### src/rtl/ftdi_pkg.sv
// Shared definitions for the FT60x burst write engine: FSM encoding, bus
// width defaults and the counter-width helper.
package ftdi_pkg;

    localparam int DATA_W_DEF = 32;
    localparam int BE_W_DEF   = DATA_W_DEF / 8;

    typedef enum logic [1:0] {
        ST_IDLE  = 2'd0,
        ST_BURST = 2'd1,
        ST_DRAIN = 2'd2,
        ST_GAP   = 2'd3
    } state_t;

    // Bits needed to index 'value' items; never less than one so that
    // single-entry cases still get a legal vector.
    function automatic int clog2_min1(input int value);
        int w;
        w = 0;
        for (int i = 0; i < 31; i++) begin
            if ((1 << i) < value) w = i + 1;
        end
        return (w < 1) ? 1 : w;
    endfunction

endpackage

### src/rtl/ftdi_rr_arbiter.sv
// Combinational round-robin pick: first requester at or after ptr, wrapping.
// The pointer register is owned by the instantiating engine.
module ftdi_rr_arbiter
    import ftdi_pkg::*;
#(
    parameter int N_CH  = 2,
    parameter int PTR_W = clog2_min1(N_CH)
) (
    input  logic [N_CH-1:0]  req,
    input  logic [PTR_W-1:0] ptr,
    output logic [N_CH-1:0]  grant,
    output logic [PTR_W-1:0] grant_idx,
    output logic             grant_valid
);

    // NOTE: every output gets a default before the search loops, otherwise a
    // path with no requester would hold the old value and infer a latch.
    always_comb begin
        grant       = '0;
        grant_idx   = '0;
        grant_valid = 1'b0;
        // First pass covers ptr..N_CH-1, second pass wraps to 0..ptr-1.
        for (int j = 0; j < N_CH; j++) begin
            if (!grant_valid && req[j] && (j >= int'(ptr))) begin
                grant       = '0;
                grant[j]    = 1'b1;
                grant_idx   = PTR_W'(j);
                grant_valid = 1'b1;
            end
        end
        for (int j = 0; j < N_CH; j++) begin
            if (!grant_valid && req[j]) begin
                grant       = '0;
                grant[j]    = 1'b1;
                grant_idx   = PTR_W'(j);
                grant_valid = 1'b1;
            end
        end
    end

endmodule

### src/rtl/ftdi_burst_writer.sv
// Multi-channel FT60x 245-synchronous write engine: round-robin bursts onto
// DATA/BE/WR_N with a single output register that holds while TXE_N is high.
module ftdi_burst_writer
    import ftdi_pkg::*;
#(
    parameter int DATA_W    = DATA_W_DEF,
    parameter int BE_W      = DATA_W / 8,
    parameter int N_CH      = 2,
    parameter int BURST_MAX = 256,
    parameter int STAT_W    = 32
) (
    input  logic                   clk,
    input  logic                   rst,
    input  logic                   enable,
    input  logic [N_CH*DATA_W-1:0] ch_data,
    input  logic [N_CH*BE_W-1:0]   ch_be,
    input  logic [N_CH-1:0]        ch_last,
    input  logic [N_CH-1:0]        ch_valid,
    output logic [N_CH-1:0]        ch_ready,
    input  logic                   ftdi_txe_n,
    output logic [DATA_W-1:0]      ftdi_data,
    output logic [BE_W-1:0]        ftdi_be,
    output logic                   ftdi_wr_n,
    output logic                   ftdi_drive,
    output logic                   busy,
    output logic [STAT_W-1:0]      word_cnt,
    output logic [STAT_W-1:0]      burst_cnt,
    output logic [STAT_W-1:0]      stall_cnt
);

    localparam int PTR_W = clog2_min1(N_CH);
    localparam int CNT_W = clog2_min1(BURST_MAX);
    localparam logic [CNT_W-1:0] LAST_WORD = CNT_W'(BURST_MAX - 1);
    localparam logic [PTR_W-1:0] LAST_CH   = PTR_W'(N_CH - 1);

    state_t              state_q, state_d;
    logic [N_CH-1:0]     grant_oh_q, grant_oh_d;
    logic [PTR_W-1:0]    grant_q, grant_d;
    logic [PTR_W-1:0]    rr_ptr_q, rr_ptr_d;
    logic [CNT_W-1:0]    words_q, words_d;
    logic                out_valid_q, out_valid_d;
    logic [DATA_W-1:0]   data_q, data_d;
    logic [BE_W-1:0]     be_q, be_d;
    logic [STAT_W-1:0]   word_cnt_q, word_cnt_d;
    logic [STAT_W-1:0]   burst_cnt_q, burst_cnt_d;
    logic [STAT_W-1:0]   stall_cnt_q, stall_cnt_d;

    logic [N_CH-1:0]     arb_grant;
    logic [PTR_W-1:0]    arb_idx;
    logic                arb_valid;

    logic [DATA_W-1:0]   sel_data;
    logic [BE_W-1:0]     sel_be;
    logic                sel_last;
    logic                sel_valid;
    logic                can_load;
    logic                take;
    logic                xfer;
    logic                burst_end;

    ftdi_rr_arbiter #(
        .N_CH  (N_CH),
        .PTR_W (PTR_W)
    ) u_arb (
        .req         (ch_valid),
        .ptr         (rr_ptr_q),
        .grant       (arb_grant),
        .grant_idx   (arb_idx),
        .grant_valid (arb_valid)
    );

    always_comb begin
        sel_data  = '0;
        sel_be    = '0;
        sel_last  = 1'b0;
        sel_valid = 1'b0;
        for (int i = 0; i < N_CH; i++) begin
            if (grant_oh_q[i]) begin
                sel_data  = ch_data[i*DATA_W +: DATA_W];
                sel_be    = ch_be[i*BE_W +: BE_W];
                sel_last  = ch_last[i];
                sel_valid = ch_valid[i];
            end
        end

        // The register can reload in the same cycle it empties onto the bus,
        // which is what sustains one word per clock while TXE_N stays low.
        xfer      = out_valid_q & ~ftdi_txe_n;
        can_load  = (state_q == ST_BURST) & (~out_valid_q | ~ftdi_txe_n);
        ch_ready  = grant_oh_q & {N_CH{can_load}};
        take      = can_load & sel_valid;
        burst_end = take & (sel_last | (words_q == LAST_WORD));

        state_d     = state_q;
        grant_oh_d  = grant_oh_q;
        grant_d     = grant_q;
        rr_ptr_d    = rr_ptr_q;
        words_d     = words_q;
        out_valid_d = out_valid_q;
        data_d      = data_q;
        be_d        = be_q;
        burst_cnt_d = burst_cnt_q;
        word_cnt_d  = word_cnt_q + STAT_W'(xfer);
        stall_cnt_d = stall_cnt_q;
        if (out_valid_q && ftdi_txe_n && !(&stall_cnt_q)) begin
            stall_cnt_d = stall_cnt_q + 1'b1;
        end

        if (take) begin
            out_valid_d = 1'b1;
            data_d      = sel_data;
            be_d        = sel_be;
        end else if (xfer) begin
            out_valid_d = 1'b0;
        end

        case (state_q)
            ST_IDLE: begin
                if (enable && arb_valid) begin
                    grant_oh_d = arb_grant;
                    grant_d    = arb_idx;
                    words_d    = '0;
                    state_d    = ST_BURST;
                end
            end
            ST_BURST: begin
                if (take) words_d = words_q + 1'b1;
                // A dropped enable still lets a word taken this cycle complete.
                if (burst_end || !enable) state_d = ST_DRAIN;
            end
            ST_DRAIN: begin
                if (!out_valid_q || xfer) state_d = ST_GAP;
            end
            ST_GAP: begin
                burst_cnt_d = burst_cnt_q + 1'b1;
                rr_ptr_d    = (grant_q == LAST_CH) ? '0 : grant_q + 1'b1;
                state_d     = ST_IDLE;
            end
            default: state_d = ST_IDLE;
        endcase
    end

    // NOTE: state updates use non-blocking assignments so every flop samples
    // the pre-edge value of the others, independent of statement order.
    always_ff @(posedge clk or posedge rst) begin
        if (rst) begin
            state_q     <= ST_IDLE;
            grant_oh_q  <= '0;
            grant_q     <= '0;
            rr_ptr_q    <= '0;
            words_q     <= '0;
            out_valid_q <= 1'b0;
            data_q      <= '0;
            be_q        <= '0;
            word_cnt_q  <= '0;
            burst_cnt_q <= '0;
            stall_cnt_q <= '0;
        end else begin
            state_q     <= state_d;
            grant_oh_q  <= grant_oh_d;
            grant_q     <= grant_d;
            rr_ptr_q    <= rr_ptr_d;
            words_q     <= words_d;
            out_valid_q <= out_valid_d;
            data_q      <= data_d;
            be_q        <= be_d;
            word_cnt_q  <= word_cnt_d;
            burst_cnt_q <= burst_cnt_d;
            stall_cnt_q <= stall_cnt_d;
        end
    end

    assign ftdi_data  = data_q;
    assign ftdi_be    = be_q;
    assign ftdi_wr_n  = ~out_valid_q;
    assign ftdi_drive = (state_q != ST_IDLE);
    assign busy       = (state_q != ST_IDLE);
    assign word_cnt   = word_cnt_q;
    assign burst_cnt  = burst_cnt_q;
    assign stall_cnt  = stall_cnt_q;

endmodule

### config.mk
export PLATFORM = sky130hd
export DESIGN_NAME = ftdi_burst_writer
export DESIGN_NICKNAME = d
export VERILOG_FILES = /design/src/rtl/ftdi_pkg.sv /design/src/rtl/ftdi_rr_arbiter.sv /design/src/rtl/ftdi_burst_writer.sv
export SDC_FILE = /design/constraint.sdc
export NUM_CORES = 1
export LEC_CHECK = 0
export ABC_CLOCK_PERIOD_IN_PS = 5760
export BUFFER_PORTS_ARGS = -buffer_cell sky130_fd_sc_hd__buf_2
export CAP_MARGIN = 15
export CORE_MARGIN = 3
export CORE_UTILIZATION = 45
export DETAILED_ROUTE_END_ITERATION = 10
export PLACE_DENSITY_LB_ADDON = 0.05
export SETUP_SLACK_MARGIN = 0.5
export SYNTH_ARGS = -nofsm -noshare
export SYNTH_HDL_FRONTEND = slang
export SYNTH_SLANG_ARGS = --single-unit
export TNS_END_PERCENT = 20
### constraint.sdc
create_clock -name clk -period 5.76 [get_ports clk]
set_input_delay 0.288 -clock clk [delete_from_list [all_inputs] [get_ports clk]]
set_output_delay 0.288 -clock clk [all_outputs]
set_load 0.005 [all_outputs]
==> results.sh, run 1 <==
export IMPL_worst_path_buf_inv=1
export IMPL_cap_viol_max_count=0
export IMPL_fin_tns_setup_ns=0
export IMPL_synth_top_flop_cell="dfrtp_1"
export IMPL_crit_arrival_ns=3.20
export IMPL_cts_buffers=17
export IMPL_clockBufferDepth=2
export IMPL_finalHoldViolCount=0
export IMPL_gp_congestion=0.8505
export IMPL_design_area_mm2=0.008602
export IMPL_first_global_vias=5293
export IMPL_synth_top_area_share_pct=54.44
export IMPL_yosysSeqAreaShare_pct=54.44
export IMPL_final_antenna_net_count=0
export IMPL_reg2reg_from="state_q[1]$_DFFE_PP0P_"
export IMPL_die_h_um=128.1
export IMPL_status="completed"
export IMPL_totalWireLength_mm=16.96
export IMPL_yosysMostFrequentCell="dfrtp_1"
export IMPL_tritoncts="done"
export IMPL_grt_util_all_layers_pct=20.71
export IMPL_synth_seq_cells=146
export IMPL_antenna_found_initial=0
export IMPL_fp_dieW_um=128.1
export IMPL_io_pins=217
export IMPL_yosys_top_cells_count="146 x dfrtp_1, 114 x nor2_1, 52 x xnor2_1"
export IMPL_multiInputGateArea_mm2=0.002900
export IMPL_async_flop_share_pct=100.0
export IMPL_crit_fanout=40
export IMPL_critPathLaunchType="flop"
export IMPL_synthesis_nets=739
export IMPL_clk_latency_ns=0.42
export IMPL_drive_gt1_share_pct=30.10
export IMPL_first_iter_violations=311
export IMPL_drtPass1Iterations=5
export IMPL_cts_setup_buffers=0
export IMPL_p_leak_nw=4.336
export IMPL_die_area_mm2=0.01642
export IMPL_final_setup_viol_count=0
export IMPL_clkTransAtPathRegs_ns=0.06
export IMPL_yosysWarnings=0
export IMPL_cp_top_family="compound AO/OA/AOI/OAI gates"
export IMPL_critPathSlowestCell="a21oi_4"
export IMPL_fillers=1266
export IMPL_num_vias=5645
export IMPL_crit_path_end_kind="flop"
export IMPL_final_nets=954
export IMPL_rows=44
export IMPL_slew_headroom_pct=33.81
export IMPL_syn_area_mm2=0.006711
export IMPL_syn_to_final_growth_pct=28.17
export IMPL_ctsResizeCount=0
export IMPL_hold_slack_ns=0.01064
export IMPL_slew_violations=0
export IMPL_ys_top_cells_by_area="dfrtp_1 54%, xnor2_1 6.8%, nor2_1 6.4%"
export IMPL_overflow=0
export IMPL_hold_class="in -> async"
export IMPL_timing_fmax_mhz=345.5
export IMPL_slowest_delay_ns=0.75
export IMPL_core_mm2=0.01459
export IMPL_grt_max_degree=83
export IMPL_post_route_period_util_pct=50.24
export IMPL_syn_inst=649
export IMPL_port_buffers=216
export IMPL_wl_per_cell_um=15.97
export IMPL_synth_top_area_cell="dfrtp_1"
export IMPL_crit_chain="inv_1 > ha_1 > a21bo_2 > a21oi_4 > o21ai_1 > o21a_1 > o22a_1"
export IMPL_skew_ns=0.008643
export IMPL_dpl_hpwl_mm=12.61
export IMPL_placed_area_mm2=0.007968
export IMPL_tightest_slew_ns=0.9906
export IMPL_cts_sinks=146
export IMPL_grt_first_pass_wirelength_mm=26.85
export IMPL_dp_cells=1028
export IMPL_critPathLaunch="state_q[1]$_DFFE_PP0P_"
export IMPL_grt_setup_unrepaired="false"
export IMPL_routed_via_density=5.315
export IMPL_synth_edf_count=0
export IMPL_finalNonFillerCells=1062
export IMPL_setup_ws_ns=2.866
export IMPL_root_buffer="clkbuf_16"
export IMPL_start_util_pct=46.00
export IMPL_syn_area_per_cell_um2=10.34
export IMPL_drc=0
export IMPL_power_density_mw_per_mm2=399.5
export IMPL_holdBufCountCts=0
export IMPL_ys_types=43
export IMPL_pre_cts_slack_ns=2.822
export IMPL_timing_final_crit_period_ns=2.894
export IMPL_ir_drop_v=0.0003386
export IMPL_seqCellArea_mm2=0.003654
export IMPL_crit_type="reg -> reg"
export IMPL_cp_required_ns=6.07
export IMPL_h_tree_depth=4
layer usage:
| layer | share of wire [%] | GRT usage (%) |
|---|---|---|
| met5 | 0 | 0 |
| met4 | 2.1 | 9.176 |
| met3 | 5.2 | 4.375 |
| met2 | 49 | 32.47 |
| met1 | 44 | 27.78 |
cell families after synthesis:
group           share of synthesized area, %
xor+xnor                               12.14
buf+inv                                2.554
simple gates                           20.56
flops                                  54.44
fa+ha+maj                              1.864
mux                                   0.7270
compound gates                         7.718
per-stage QoR:
stage               utilization [%]  power (mW)
floorplan                         -       1.901
global placement              54.61       2.279
detailed placement            54.61       2.315
CTS                           58.91       3.480
global route                  58.95       3.640
finish                        58.96       3.436
power breakdown:
group | switching (mW) | total, mW | internal (mW)
clock network | 0.421 | 1.16 | 0.735
logic | 0.516 | 0.889 | 0.373
registers | 0.158 | 1.39 | 1.23
placed cells by master (no fill, tap or decap), drive strengths merged, types with 6 or more instances in the layout:
cell type,n
xnor2,52
buf,220
xor2,41
clkinvlp,6
nand2,44
o21ai,7
and4,9
a221oi,35
and3,20
ha,10
dfrtp,146
nor2,114
a21oi,7
nand4,28
nand3,39
inv,19
clkbuf,20
nor3,13
flip-flops by register name (all words and copies together), names as in the netlist:
signal / count
words_q: 8
stall_cnt: 32
ftdi_be: 4
rr_ptr_q: 1
out_valid_q: 1
state_q: 2
grant_oh_q: 2
burst_cnt: 32
ftdi_data: 32
word_cnt: 32
final timing paths:
path	cells past startpoint	to	slack [ns]
max	7	words_q[5]$_DFFE_PP0P_	2.87
min	2	stall_cnt[12]$_DFFE_PP0P_	0.01
max reg2reg	7	words_q[5]$_DFFE_PP0P_	2.87
min reg2reg	1	word_cnt[31]$_DFF_PP0_	0.46
max in group asynchronous	3	word_cnt[5]$_DFF_PP0_	4.46
min in group clk	3	ftdi_data[16]$_DFFE_PP0P_	0.13
final cells by class:
class / count / area share, %
timing repair buffer: 221 / 12.97
inverter: 18 / 0.8436
tap: 184 / 2.676
clock inverter: 13 / 2.138
antenna: 1 / 0.02909
clock buffer: 19 / 5.149
sequential: 146 / 42.47
multi-input combinational: 460 / 33.72
worst register-to-register path: stages (launching register included):
cell     delay, ns
dfrtp_1       0.41
inv_1         0.12
ha_1          0.37
a21bo_2       0.31
a21oi_4       0.75
o21ai_1       0.39
o21a_1        0.27
o22a_1        0.17
(Power assumes the default switching activity.)
==> run 2: changes to the inputs <==
ABC_AREA = 1   (was unset)
ABC_CLOCK_PERIOD_IN_PS = 2650   (was 5760)
clock period = 2.65 ns   (was 5.76 ns; I/O delays follow)
==> results.sh, run 2 <==
export IMPL_dpl_hpwl_mm=15.81
export IMPL_root_buffer="clkbuf_16"
export IMPL_overflow=0
export IMPL_drive_gt1_share_pct=19.61
export IMPL_die_area_mm2=0.01973
export IMPL_num_vias=8208
export IMPL_swShare_pct=34.74
export IMPL_p_switching_mw=2.712
export IMPL_p_leak_nw=5.480
export IMPL_grt_max_degree=147
export IMPL_clk_latency_ns=0.42
export IMPL_syn_inst=1123
export IMPL_antenna_found_initial=0
export IMPL_h_tree_depth=4
export IMPL_finalHoldViolCount=0
export IMPL_syn_to_final_growth_pct=32.58
export IMPL_grt_setup_unrepaired="true"
export IMPL_synth_top_flop_cell="dfrtp_1"
export IMPL_power_mw=7.805
export IMPL_p_int_mw=5.094
export IMPL_hold_slack_ns=0.01960
export IMPL_cts_sinks=146
export IMPL_crit_path_end_kind="flop"
export IMPL_timing_final_crit_period_ns=2.009
export IMPL_tightest_slew_ns=0.8804
export IMPL_port_buffers=216
export IMPL_design_area_mm2=0.01079
export IMPL_ys_types=33
export IMPL_slew_violations=0
export IMPL_crit_fanout=5
export IMPL_gp_congestion=0.8366
export IMPL_post_route_period_util_pct=75.81
export IMPL_synth_seq_cells=146
export IMPL_synth_top_area_share_pct=44.90
export IMPL_yosysWarnings=0
export IMPL_yosysMostFrequentCell="nand2_1"
export IMPL_fp_dieW_um=140.5
export IMPL_routed_via_density=4.981
export IMPL_wl_per_cell_um=13.92
export IMPL_cp_required_ns=2.96
export IMPL_critPathLaunchType="flop"
export IMPL_final_nets=1501
export IMPL_syn_area_mm2=0.008137
export IMPL_final_cell_mix="416 x nand2_1, 216 x buf_2, 162 x nor2_1"
export IMPL_ir_drop_v=0.0004913
export IMPL_io_pins=217
export IMPL_cap_viol_max_count=0
export IMPL_start_util_pct=46.56
export IMPL_final_antenna_net_count=0
export IMPL_power_density_mw_per_mm2=723.5
export IMPL_core_mm2=0.01748
export IMPL_status="completed"
export IMPL_die_h_um=140.5
export IMPL_first_global_vias=7818
export IMPL_skew_ns=0.01280
export IMPL_cts_buffers=17
export IMPL_drtPass1Iterations=7
export IMPL_finalNonFillerCells=1648
export IMPL_p_clk_share_pct=31.5
export IMPL_final_common_cell="nand2_1"
export IMPL_totalWireLength_mm=22.94
export IMPL_slew_headroom_pct=41.31
export IMPL_synth_top_area_cell="dfrtp_1"
export IMPL_dp_cells=1542
export IMPL_rows=48
export IMPL_final_setup_viol_count=0
export IMPL_crit_type="reg -> reg"
export IMPL_syn_area_per_cell_um2=7.245
export IMPL_antenna_cells=0
export IMPL_async_flop_share_pct=100.0
export IMPL_tritoncts="done"
export IMPL_crit_arrival_ns=2.32
export IMPL_first_iter_violations=491
export IMPL_r2r_slack_ns=0.64
export IMPL_fin_tns_setup_ns=0
export IMPL_hold_class="in -> reg"
export IMPL_p_comb_share_pct=29.9
export IMPL_yosys_top_cells_count="416 x nand2_1, 163 x nor2_1, 146 x dfrtp_1"
export IMPL_grt_util_all_layers_pct=23.44
export IMPL_power_frac_seq_pct=38.6
export IMPL_clkTransAtPathRegs_ns=0.07
export IMPL_drc=0
export IMPL_placed_area_mm2=0.009438
export IMPL_clockBufferDepth=2
export IMPL_yosysSeqAreaShare_pct=44.90
export IMPL_grt_first_pass_wirelength_mm=38.32
export IMPL_ys_top_cells_by_area="dfrtp_1 45%, nand2_1 19%, nor2_1 7.5%"
export IMPL_synthesis_nets=1213
export IMPL_synth_edf_count=0
export IMPL_timing_fmax_mhz=497.8
-- run 2: cell count changes in the layout (fill, tap and decap cells not counted), moves of 5 or more --
cell | before | now
a221oi_1 | 35 | 0
a31oi_1 | 1 | 36
and3_1 | 20 | 1
and4_1 | 9 | 0
dlygate4sd3_1 | 0 | 72
inv_1 | 17 | 101
nand2_1 | 44 | 416
nand3_1 | 39 | 79
nand3b_1 | 1 | 9
nand4_1 | 28 | 23
nor2_1 | 114 | 162
nor2_2 | 0 | 6
xnor2_1 | 52 | 19
xor2_1 | 41 | 34
-- run 2: cells by family (layout without fill, tap and decap cells) --
group,Yosys count,after routing,synth area share [%]
xor gates and xnor gates,53,53,5.705
AOI/OAI and AO/OA,59,59,4.336
and+or+nand+nor,720,720,36.75
DFF,146,146,44.90
adders and majority gates,10,10,1.538
buffers and inverters,135,435,6.766
-- run 2: critical path: stages, from the launching register on --
cell	delay, ns
dfrtp_1	0.34
inv_1	0.05
nor2_1	0.09
ha_1	0.23
ha_1	0.25
nand3_2	0.15
nor2_4	0.19
nand2_1	0.11
nor2_2	0.14
nand2_1	0.13
o21ai_1	0.16
nand2_1	0.07
-- run 2: through the flow --
stage | setup slack [ns] | utilization [%]
5_1_grt | 0.4428 | 61.73
2_1_floorplan | 0.6845 | -
3_5_place_dp | 0.5019 | 54.00
6_report | 0.6411 | 61.73
3_3_place_gp | 0.5875 | 54.00
4_1_cts | 0.5892 | 61.56
-- run 2: path summary, 6_finish.rpt --
check	from	cells after the start	to
min in group asynchronous	rst	4	burst_cnt[31]$_DFFE_PP0N_
max in group asynchronous	rst	4	burst_cnt[16]$_DFFE_PP0N_
worst max-delay path	out_valid_q$_DFFE_PP0P_	11	word_cnt[20]$_DFF_PP0_
worst min register to register	burst_cnt[31]$_DFFE_PP0N_	1	burst_cnt[31]$_DFFE_PP0N_
worst min-delay path	ch_data[15]	3	ftdi_data[15]$_DFFE_PP0P_
worst max register to register	out_valid_q$_DFFE_PP0P_	11	word_cnt[20]$_DFF_PP0_
-- run 2: area by class of cell --
| class | instances | area, um^2 |
|---|---|---|
| clock inverters | 13 | 161.4 |
| flip-flops and latches | 146 | 3654 |
| multi-input cells | 842 | 3956 |
| inverters | 106 | 404.1 |
| repair buffers | 298 | 1902 |
| well taps | 225 | 281.5 |
| clock buffers | 18 | 429.2 |
| fillers | 1635 | 6689 |
-- run 2: power by group through the flow --
stage	clock network [mW]	logic, mW	registers, mW
final	2.46	2.33	3.02
after floorplan	0	1.40	3.02
after global routing	2.59	2.64	3.09
after global placement	0	2.23	3.03
after CTS	2.50	2.34	3.01
after detailed placement	0	2.25	3.04
-- run 2: layer usage --
metal | wire (um) | GRT usage, %
met5 | 0 | 0
met4 | 658 | 9.638
met3 | 1204 | 4.268
met2 | 10900 | 38.28
met1 | 10180 | 30.82
-- run 2: repair_timing --
item / CTS / global route
setup buffers: 0 / 3
endpoints found under the setup margin: 1 / 30
pin swaps: 0 / 1
hold buffers: 72 / 0
endpoints found under the hold margin: 37 / 0
gates resized for setup: 1 / 2
